$ cat src/rtl/operand_stage_if.sv
// operand_stage_if: decode-side handshake, writeback port and ALU-side slot outputs of the operand stage
interface operand_stage_if #(parameter int DATA_W = 32, parameter int ADDR_W = 5);
  logic              in_valid;
  logic              in_ready;
  logic [ADDR_W-1:0] rs_addr;
  logic [ADDR_W-1:0] rt_addr;
  logic [15:0]       imm;
  logic              use_imm;
  logic              sign_ext;
  logic [3:0]        fx_in;
  logic [ADDR_W-1:0] dest_in;
  logic              wb_en;
  logic [ADDR_W-1:0] wb_addr;
  logic [DATA_W-1:0] wb_data;
  logic              out_valid;
  logic              out_ready;
  logic [DATA_W-1:0] inA;
  logic [DATA_W-1:0] inB;
  logic [3:0]        fx;
  logic [ADDR_W-1:0] dest_out;
  modport master (
    output in_valid, rs_addr, rt_addr, imm, use_imm, sign_ext, fx_in, dest_in,
    output wb_en, wb_addr, wb_data, out_ready,
    input  in_ready, out_valid, inA, inB, fx, dest_out
  );
  modport slave (
    input  in_valid, rs_addr, rt_addr, imm, use_imm, sign_ext, fx_in, dest_in,
    input  wb_en, wb_addr, wb_data, out_ready,
    output in_ready, out_valid, inA, inB, fx, dest_out
  );
endinterface

$ cat src/rtl/operand_stage.sv
// operand_stage: register file with writeback bypass, operand B select and one-entry ALU pipeline slot
module operand_stage #(
  parameter int DATA_W = 32,
  parameter int ADDR_W = 5
) (
  input logic          clk,
  input logic          rst,
  operand_stage_if.slave bus
);
  logic [DATA_W-1:0] r_regs [2**ADDR_W];
  logic              r_valid;
  logic [DATA_W-1:0] r_a;
  logic [DATA_W-1:0] r_b;
  logic [3:0]        r_fx;
  logic [ADDR_W-1:0] r_dest;
  logic [DATA_W-1:0] w_rs;
  logic [DATA_W-1:0] w_rt;
  logic [DATA_W-1:0] w_imm;
  logic [DATA_W-1:0] w_b;
  logic              w_ready;
  logic              w_accept;
  assign w_rs     = (bus.rs_addr == '0) ? '0 :
                    (bus.wb_en && bus.wb_addr == bus.rs_addr) ? bus.wb_data : r_regs[bus.rs_addr];
  assign w_rt     = (bus.rt_addr == '0) ? '0 :
                    (bus.wb_en && bus.wb_addr == bus.rt_addr) ? bus.wb_data : r_regs[bus.rt_addr];
  assign w_imm    = bus.sign_ext ? {{(DATA_W-16){bus.imm[15]}}, bus.imm} : {{(DATA_W-16){1'b0}}, bus.imm};
  assign w_b      = bus.use_imm ? w_imm : w_rt;
  assign w_ready  = !r_valid || bus.out_ready;
  assign w_accept = bus.in_valid && w_ready;
  assign bus.in_ready  = w_ready;
  assign bus.out_valid = r_valid;
  assign bus.inA       = r_a;
  assign bus.inB       = r_b;
  assign bus.fx        = r_fx;
  assign bus.dest_out  = r_dest;
  // register file: writes to r0 are dropped so it always reads back zero
  always_ff @(posedge clk or posedge rst) begin
    if (rst) begin
      for (int i = 0; i < 2**ADDR_W; i++) r_regs[i] <= '0;
    end else if (bus.wb_en && bus.wb_addr != '0) begin
      r_regs[bus.wb_addr] <= bus.wb_data;
    end
  end
  // pipeline slot: load on accept, clear valid on consume, hold data otherwise
  always_ff @(posedge clk or posedge rst) begin
    if (rst) begin
      r_valid <= 1'b0;
      r_a     <= '0;
      r_b     <= '0;
      r_fx    <= '0;
      r_dest  <= '0;
    end else if (w_accept) begin
      r_valid <= 1'b1;
      r_a     <= w_rs;
      r_b     <= w_b;
      r_fx    <= bus.fx_in;
      r_dest  <= bus.dest_in;
    end else if (bus.out_ready) begin
      r_valid <= 1'b0;
    end
  end
endmodule
$ cat src/flat_wrapper.sv
// flat-port wrapper written by rule: the top's interface ports become plain ports
module operand_stage_flat 
#(
  parameter int DATA_W = 32,
  parameter int ADDR_W = 5
)
  (clk, rst, bus_in_valid, bus_rs_addr, bus_rt_addr, bus_imm, bus_use_imm, bus_sign_ext, bus_fx_in, bus_dest_in, bus_wb_en, bus_wb_addr, bus_wb_data, bus_out_ready, bus_in_ready, bus_out_valid, bus_inA, bus_inB, bus_fx, bus_dest_out);
  operand_stage_if #(.DATA_W(DATA_W), .ADDR_W(ADDR_W)) bus_i ();
  input logic clk;
  input logic rst;
  input wire logic [$bits(bus_i.in_valid)-1:0] bus_in_valid;
  input wire logic [$bits(bus_i.rs_addr)-1:0] bus_rs_addr;
  input wire logic [$bits(bus_i.rt_addr)-1:0] bus_rt_addr;
  input wire logic [$bits(bus_i.imm)-1:0] bus_imm;
  input wire logic [$bits(bus_i.use_imm)-1:0] bus_use_imm;
  input wire logic [$bits(bus_i.sign_ext)-1:0] bus_sign_ext;
  input wire logic [$bits(bus_i.fx_in)-1:0] bus_fx_in;
  input wire logic [$bits(bus_i.dest_in)-1:0] bus_dest_in;
  input wire logic [$bits(bus_i.wb_en)-1:0] bus_wb_en;
  input wire logic [$bits(bus_i.wb_addr)-1:0] bus_wb_addr;
  input wire logic [$bits(bus_i.wb_data)-1:0] bus_wb_data;
  input wire logic [$bits(bus_i.out_ready)-1:0] bus_out_ready;
  output wire logic [$bits(bus_i.in_ready)-1:0] bus_in_ready;
  output wire logic [$bits(bus_i.out_valid)-1:0] bus_out_valid;
  output wire logic [$bits(bus_i.inA)-1:0] bus_inA;
  output wire logic [$bits(bus_i.inB)-1:0] bus_inB;
  output wire logic [$bits(bus_i.fx)-1:0] bus_fx;
  output wire logic [$bits(bus_i.dest_out)-1:0] bus_dest_out;
  assign bus_i.in_valid = bus_in_valid;
  assign bus_i.rs_addr = bus_rs_addr;
  assign bus_i.rt_addr = bus_rt_addr;
  assign bus_i.imm = bus_imm;
  assign bus_i.use_imm = bus_use_imm;
  assign bus_i.sign_ext = bus_sign_ext;
  assign bus_i.fx_in = bus_fx_in;
  assign bus_i.dest_in = bus_dest_in;
  assign bus_i.wb_en = bus_wb_en;
  assign bus_i.wb_addr = bus_wb_addr;
  assign bus_i.wb_data = bus_wb_data;
  assign bus_i.out_ready = bus_out_ready;
  assign bus_in_ready = bus_i.in_ready;
  assign bus_out_valid = bus_i.out_valid;
  assign bus_inA = bus_i.inA;
  assign bus_inB = bus_i.inB;
  assign bus_fx = bus_i.fx;
  assign bus_dest_out = bus_i.dest_out;
  operand_stage #(.DATA_W(DATA_W), .ADDR_W(ADDR_W)) u_core (.clk(clk), .rst(rst), .bus(bus_i));
endmodule
$ cat config.mk
export PLATFORM = sky130hd
export DESIGN_NAME = operand_stage_flat
export DESIGN_NICKNAME = d
export VERILOG_FILES = /design/src/rtl/operand_stage_if.sv /design/src/rtl/operand_stage.sv /design/src/flat_wrapper.sv
export SDC_FILE = /design/constraint.sdc
export NUM_CORES = 2
export LEC_CHECK = 0
export CAP_MARGIN = 10
export CORE_MARGIN = 3
export CORE_UTILIZATION = 53
export CTS_CLUSTER_DIAMETER = 120
export DETAILED_ROUTE_END_ITERATION = 8
export HOLD_SLACK_MARGIN = 0.12
export PLACE_DENSITY_LB_ADDON = 0.25
export SKIP_CTS_REPAIR_TIMING = 1
export SLEW_MARGIN = 20
export SYNTH_ARGS = -nofsm -noshare
export SYNTH_HDL_FRONTEND = slang
export SYNTH_SLANG_ARGS = --single-unit
$ cat constraint.sdc
create_clock -name clk -period 42.3 [get_ports clk]
set_input_delay 12.69 -clock clk [delete_from_list [all_inputs] [get_ports clk]]
set_output_delay 12.69 -clock clk [all_outputs]
set_load 0.05 [all_outputs]
## After elaboration in Yosys (flattened, before gate mapping)

Index checks and enable logic that the tools add are counted.

| storage, ports and cells | value |
|---|---|
| register bits | 1098 |
| word-level logic and storage cells | 74 |
| bits in latches | 0 |
| bits in writable memories | 0 |
| memory bits (read-only) | 0 |
| output and inout bits | 75 |
| memories kept | 0 |
| input bits | 79 |

| operators by class | value |
|---|---|
| $lt $le $gt $ge | 4 |
| equal/unequal tests | 2 |
| $mul | 0 |
| muxes and demuxes | 17 |
| shift operators | 0 |
| bitwise operators | 3 |
| reduce and logical (&&, ||, !) cells | 11 |
| add/subtract/negate cells | 0 |
| div/mod/pow operators | 0 |

Operator list:

| kind | number |
|---|---|
| 1024-bit bitwise mux | 1 |
| 32-bit two-way mux | 11 |
| 32-bit binary-select mux with 5-bit select | 2 |
| 32-bit demux with 5-bit select | 1 |
| 6-bit >= comparator, second input constant | 3 |
| 5-bit NOT with 6-bit output | 3 |
| 5-bit equality test | 2 |
| 5-bit logical NOT | 2 |
| 6-bit by 1-bit less-than comparator with 1-bit output, second input constant | 1 |
| 1-bit logical AND | 5 |
| 5-bit nonzero test | 1 |
| 1-bit two-way mux | 2 |
| 2-bit nonzero test | 1 |
| 1-bit logical NOT | 1 |
| 1-bit logical OR | 1 |

## Depth between registers and ports, before layout

| logic depth | value |
|---|---|
| depth after elaboration | 7 |
| mapped depth | 10 |
| mapped depth without buffers | 5 |

## Worst setup path before layout

OpenSTA, ideal clock, no wires.

| timing | value |
|---|---|
| path type | in2out |
| from | in bus_out_ready |
| to | out bus_in_ready |
| data required time | 29.610 ns |
| stages | 1 |
| path slack | 16.455 ns |
| buffers on the path | 0 |
| arrival time | 13.155 ns |
| cell sequence | nand2b_1 |

| between the ends | value |
|---|---|
| word-level cells in the longest chain between the ends | 1 |

Ends and longest elaborated chain:

| element | RTL line | text |
|---|---|---|
| from (decl) | flat_wrapper.sv:22 | `input wire logic [$bits(bus_i.out_ready)-1:0] bus_out_ready;` |
| 1-bit logical OR | operand_stage.sv:28 | `assign w_ready = !r_valid \|\| bus.out_ready;` |
| to (decl) | flat_wrapper.sv:23 | `output wire logic [$bits(bus_i.in_ready)-1:0] bus_in_ready;` |

Every way passes these cells.

## Worst setup path after layout

Same ends and word-level chain as after synthesis.

==> impl_metrics.json <==
{
  "wl_per_cell_microns": 32.9,
  "critical_path_class": "input port to primary output",
  "critPathRequiredTime_ns": 29.61,
  "grtUsageTotal_pct": 32.1,
  "grt_max_degree": 177,
  "p_leak_nw": 27.9,
  "hpwl_microns": 99000,
  "power.density_nw_per_um2": 48.8,
  "finalCritPeriodShare_pct": 63.7,
  "cts_root_buf": "clkbuf_16",
  "fmax_mhz": 37.1,
  "grt_first_pass_wirelength_microns": 266000,
  "cts_tree": "built",
  "outcome": "complete, no violations",
  "area_growth_pct": 10.7,
  "vias_per_cell": 6.97,
  "fin_crit_ns": 26.94,
  "reg2reg_depth": 6,
  "ant_nets": 0,
  "antenna_found_initial": 5,
  "synth_edf_count": 0,
  "cp-start-kind": "input port",
  "htreeDepth": 3,
  "clkSinkCount": 1098,
  "final_common_cell": "dfrtp_1",
  "hold_violations": 0,
  "tns_ns": 0,
  "multi_input_area_sq_um": 29100,
  "ios": 154,
  "path_clk_slew_ns": 0.06,
  "syn_inst": 4049,
  "grt_pass1_vias": 39000,
  "crit_path_frequent_cell": "clkdlybuf4s50_1",
  "seq_area_frac_synth_pct": 47.0,
  "crit_chain": "clkdlybuf4s50_1, nand2b_1, clkdlybuf4s50_1",
  "slew_headroom_pct": 18.7,
  "finalWirelength_microns": 182000,
  "maxSlewViolCount": 0,
  "slowest_delay_ns": 0.86,
  "ys_seq_elements": 1098,
  "die_area_sq_um": 114000,
  "arrival_ns": 14.25,
  "initial_core_util_pct": 53.5,
  "crit_fanout": 5,
  "synth.distinct_cells": 50,
  "endpoint_kind": "primary output",
  "whs_path_depth": 0,
  "syn_nets": 4128,
  "yosysWarnings": 0,
  "fp-row-count": 121,
  "dr.pass1.iters": 6,
  "fin_util_pct": 59.3,
  "core_area_sq_um": 109000,
  "gp_congestion": 0.814,
  "cts-buffers-inserted": 116,
  "clk_latency_ns": 0.71,
  "final_cell_mix": "dfrtp_1 (1098), mux2_2 (1002), mux4_2 (426)",
  "maxCapViolCount": 0,
  "final_nets": 4043,
  "gr-total-overflow": 0,
  "die_y_microns": 338,
  "drive_gt1_share_pct": 44.0,
  "vias": 38600,
  "synth_area_per_cell_sq_um": 14.4,
  "drc": 0,
  "hold_class": "flop to flop",
  "pre_cts_ws_ns": 15.37,
  "worstMarginPinSlew_ns": 1.22,
  "clock-skew-final_ns": 0.0262,
  "cts.path.max_buffers": 3,
  "async_flop_share_pct": 100,
  "synth_top_flop_cell": "dfrtp_1",
  "final.fill_count": 8530,
  "place_area_sq_um": 60800,
  "fin_ws_ns": 15.36,
  "io_buffer_count": 153,
  "final_area_sq_um": 64700,
  "cp_slowest_cell": "clkdlybuf4s50_1",
  "setup_violations": 0,
  "die_w_microns": 338,
  "drt_iter0_markers": 4354,
  "syn_area_sq_um": 58400,
  "rrSetupSlack_ns": 39.57,
  "rsz0062_at_grt": "no",
  "whs_ns": 0.400,
  "peakVddDrop_mv": 0.0363,
  "regArea_sq_um": 27500
}
==> per-stage QoR <==
stage                     cells  power (mW)
after global placement     5322        2.06
after global routing       5536        3.28
after CTS                  5535        3.16
final                      5538        3.16
after floorplan            4049        1.90
after detailed placement   5322        2.09
==> flip-flops by register name, summed over array words and instances (netlist names) <==
| register | flops |
|---|---|
| u_core.bus.fx | 4 |
| u_core.bus.inA | 32 |
| u_core.bus.out_valid | 1 |
| u_core.bus.dest_out | 5 |
| u_core.bus.inB | 32 |
| u_core.r_regs | 1024 |
==> path summary, 6_finish.rpt <==
path | start | end
max | bus_out_ready | bus_in_ready
min | u_core.r_regs[1001]$_DFFE_PP0P_ | u_core.r_regs[1001]$_DFFE_PP0P_
max reg2reg | u_core.bus.out_valid$_DFFE_PP0P_ | u_core.bus.inB[17]$_DFFE_PP0P_
min reg2reg | u_core.r_regs[1001]$_DFFE_PP0P_ | u_core.r_regs[1001]$_DFFE_PP0P_
max in group asynchronous | rst | u_core.r_regs[440]$_DFFE_PP0P_
min in group asynchronous | rst | u_core.r_regs[649]$_DFFE_PP0P_
==> cell type report <==
class	instances	area share (%)
multi-input combinational	2488	45.0
sequential	1098	42.4
clock buffer	168	5.21
timing repair buffer	247	3.40
tap	1476	2.85
clock inverter	45	0.996
inverter	13	0.0831
antenna	3	0.0116
==> power by group <==
group          switching [mW]  internal (mW)
Clock                   0.435          0.643
Combinational           0.293          0.375
Sequential              0.162           1.25
Total                   0.890           2.27
==> worst max-delay path: cells and delay by family <==
family	cells	cell delay (ns)
buffers and inverters	2	1.31
AND/OR/NAND/NOR	1	0.25
==> metal layers <==
layer	share of wire (%)	vias up	GRT usage [%]	wire [microns]
met5	0	-	0	0
met3	10	403	8.96	18400
met1	41	20800	44.9	74600
met2	45	1860	48.2	82200
li1	-	15500	-	-
met4	4.0	0	11.7	7220
==> synth_stat cells (6+ instances only) <==
library cell     n  area [sq um]
mux2_1           8          90.1
a21o_1          27           203
or3_1            6          37.5
nor3_1          27           135
a221oi_1        94           823
o221ai_1        21           184
buf_4           32           240
dfrtp_1       1098         27500
o21ai_0         47           235
a22oi_1         73           548
nand2_1         51           191
mux2_2        1002         11300
buf_1           67           251
a21oi_1         87           435
nor2_1          89           334
o21ai_1         20           100
mux4_2         426          9590
mux2i_1        319          3190
xnor2_1         10          87.6
nand3_1         12          60.1
o32a_1          31           310
a211oi_1        10          75.1
o31ai_1         15           113
clkinv_1         8          30.0
buf_2           81           405
a211o_1         14           123
o22ai_1         30           188
clkbuf_1       253           950
nor2b_1         18           113
a221o_1         15           150
buf_6           17           191
==> kinds of logic (layout without fill, tap and decap cells) <==
group | after synthesis | after routing | synth area share (%)
other | 0 | 3 | 0
xor gates and xnor gates | 10 | 10 | 0.150
buffers and inverters | 463 | 473 | 3.57
DFF | 1098 | 1098 | 47.0
muxes | 1755 | 1755 | 41.3
AOI/OAI and AO/OA | 499 | 499 | 6.18
and+or+nand+nor | 224 | 224 | 1.74
No activity file was read; power rests on OpenSTA's default activity.
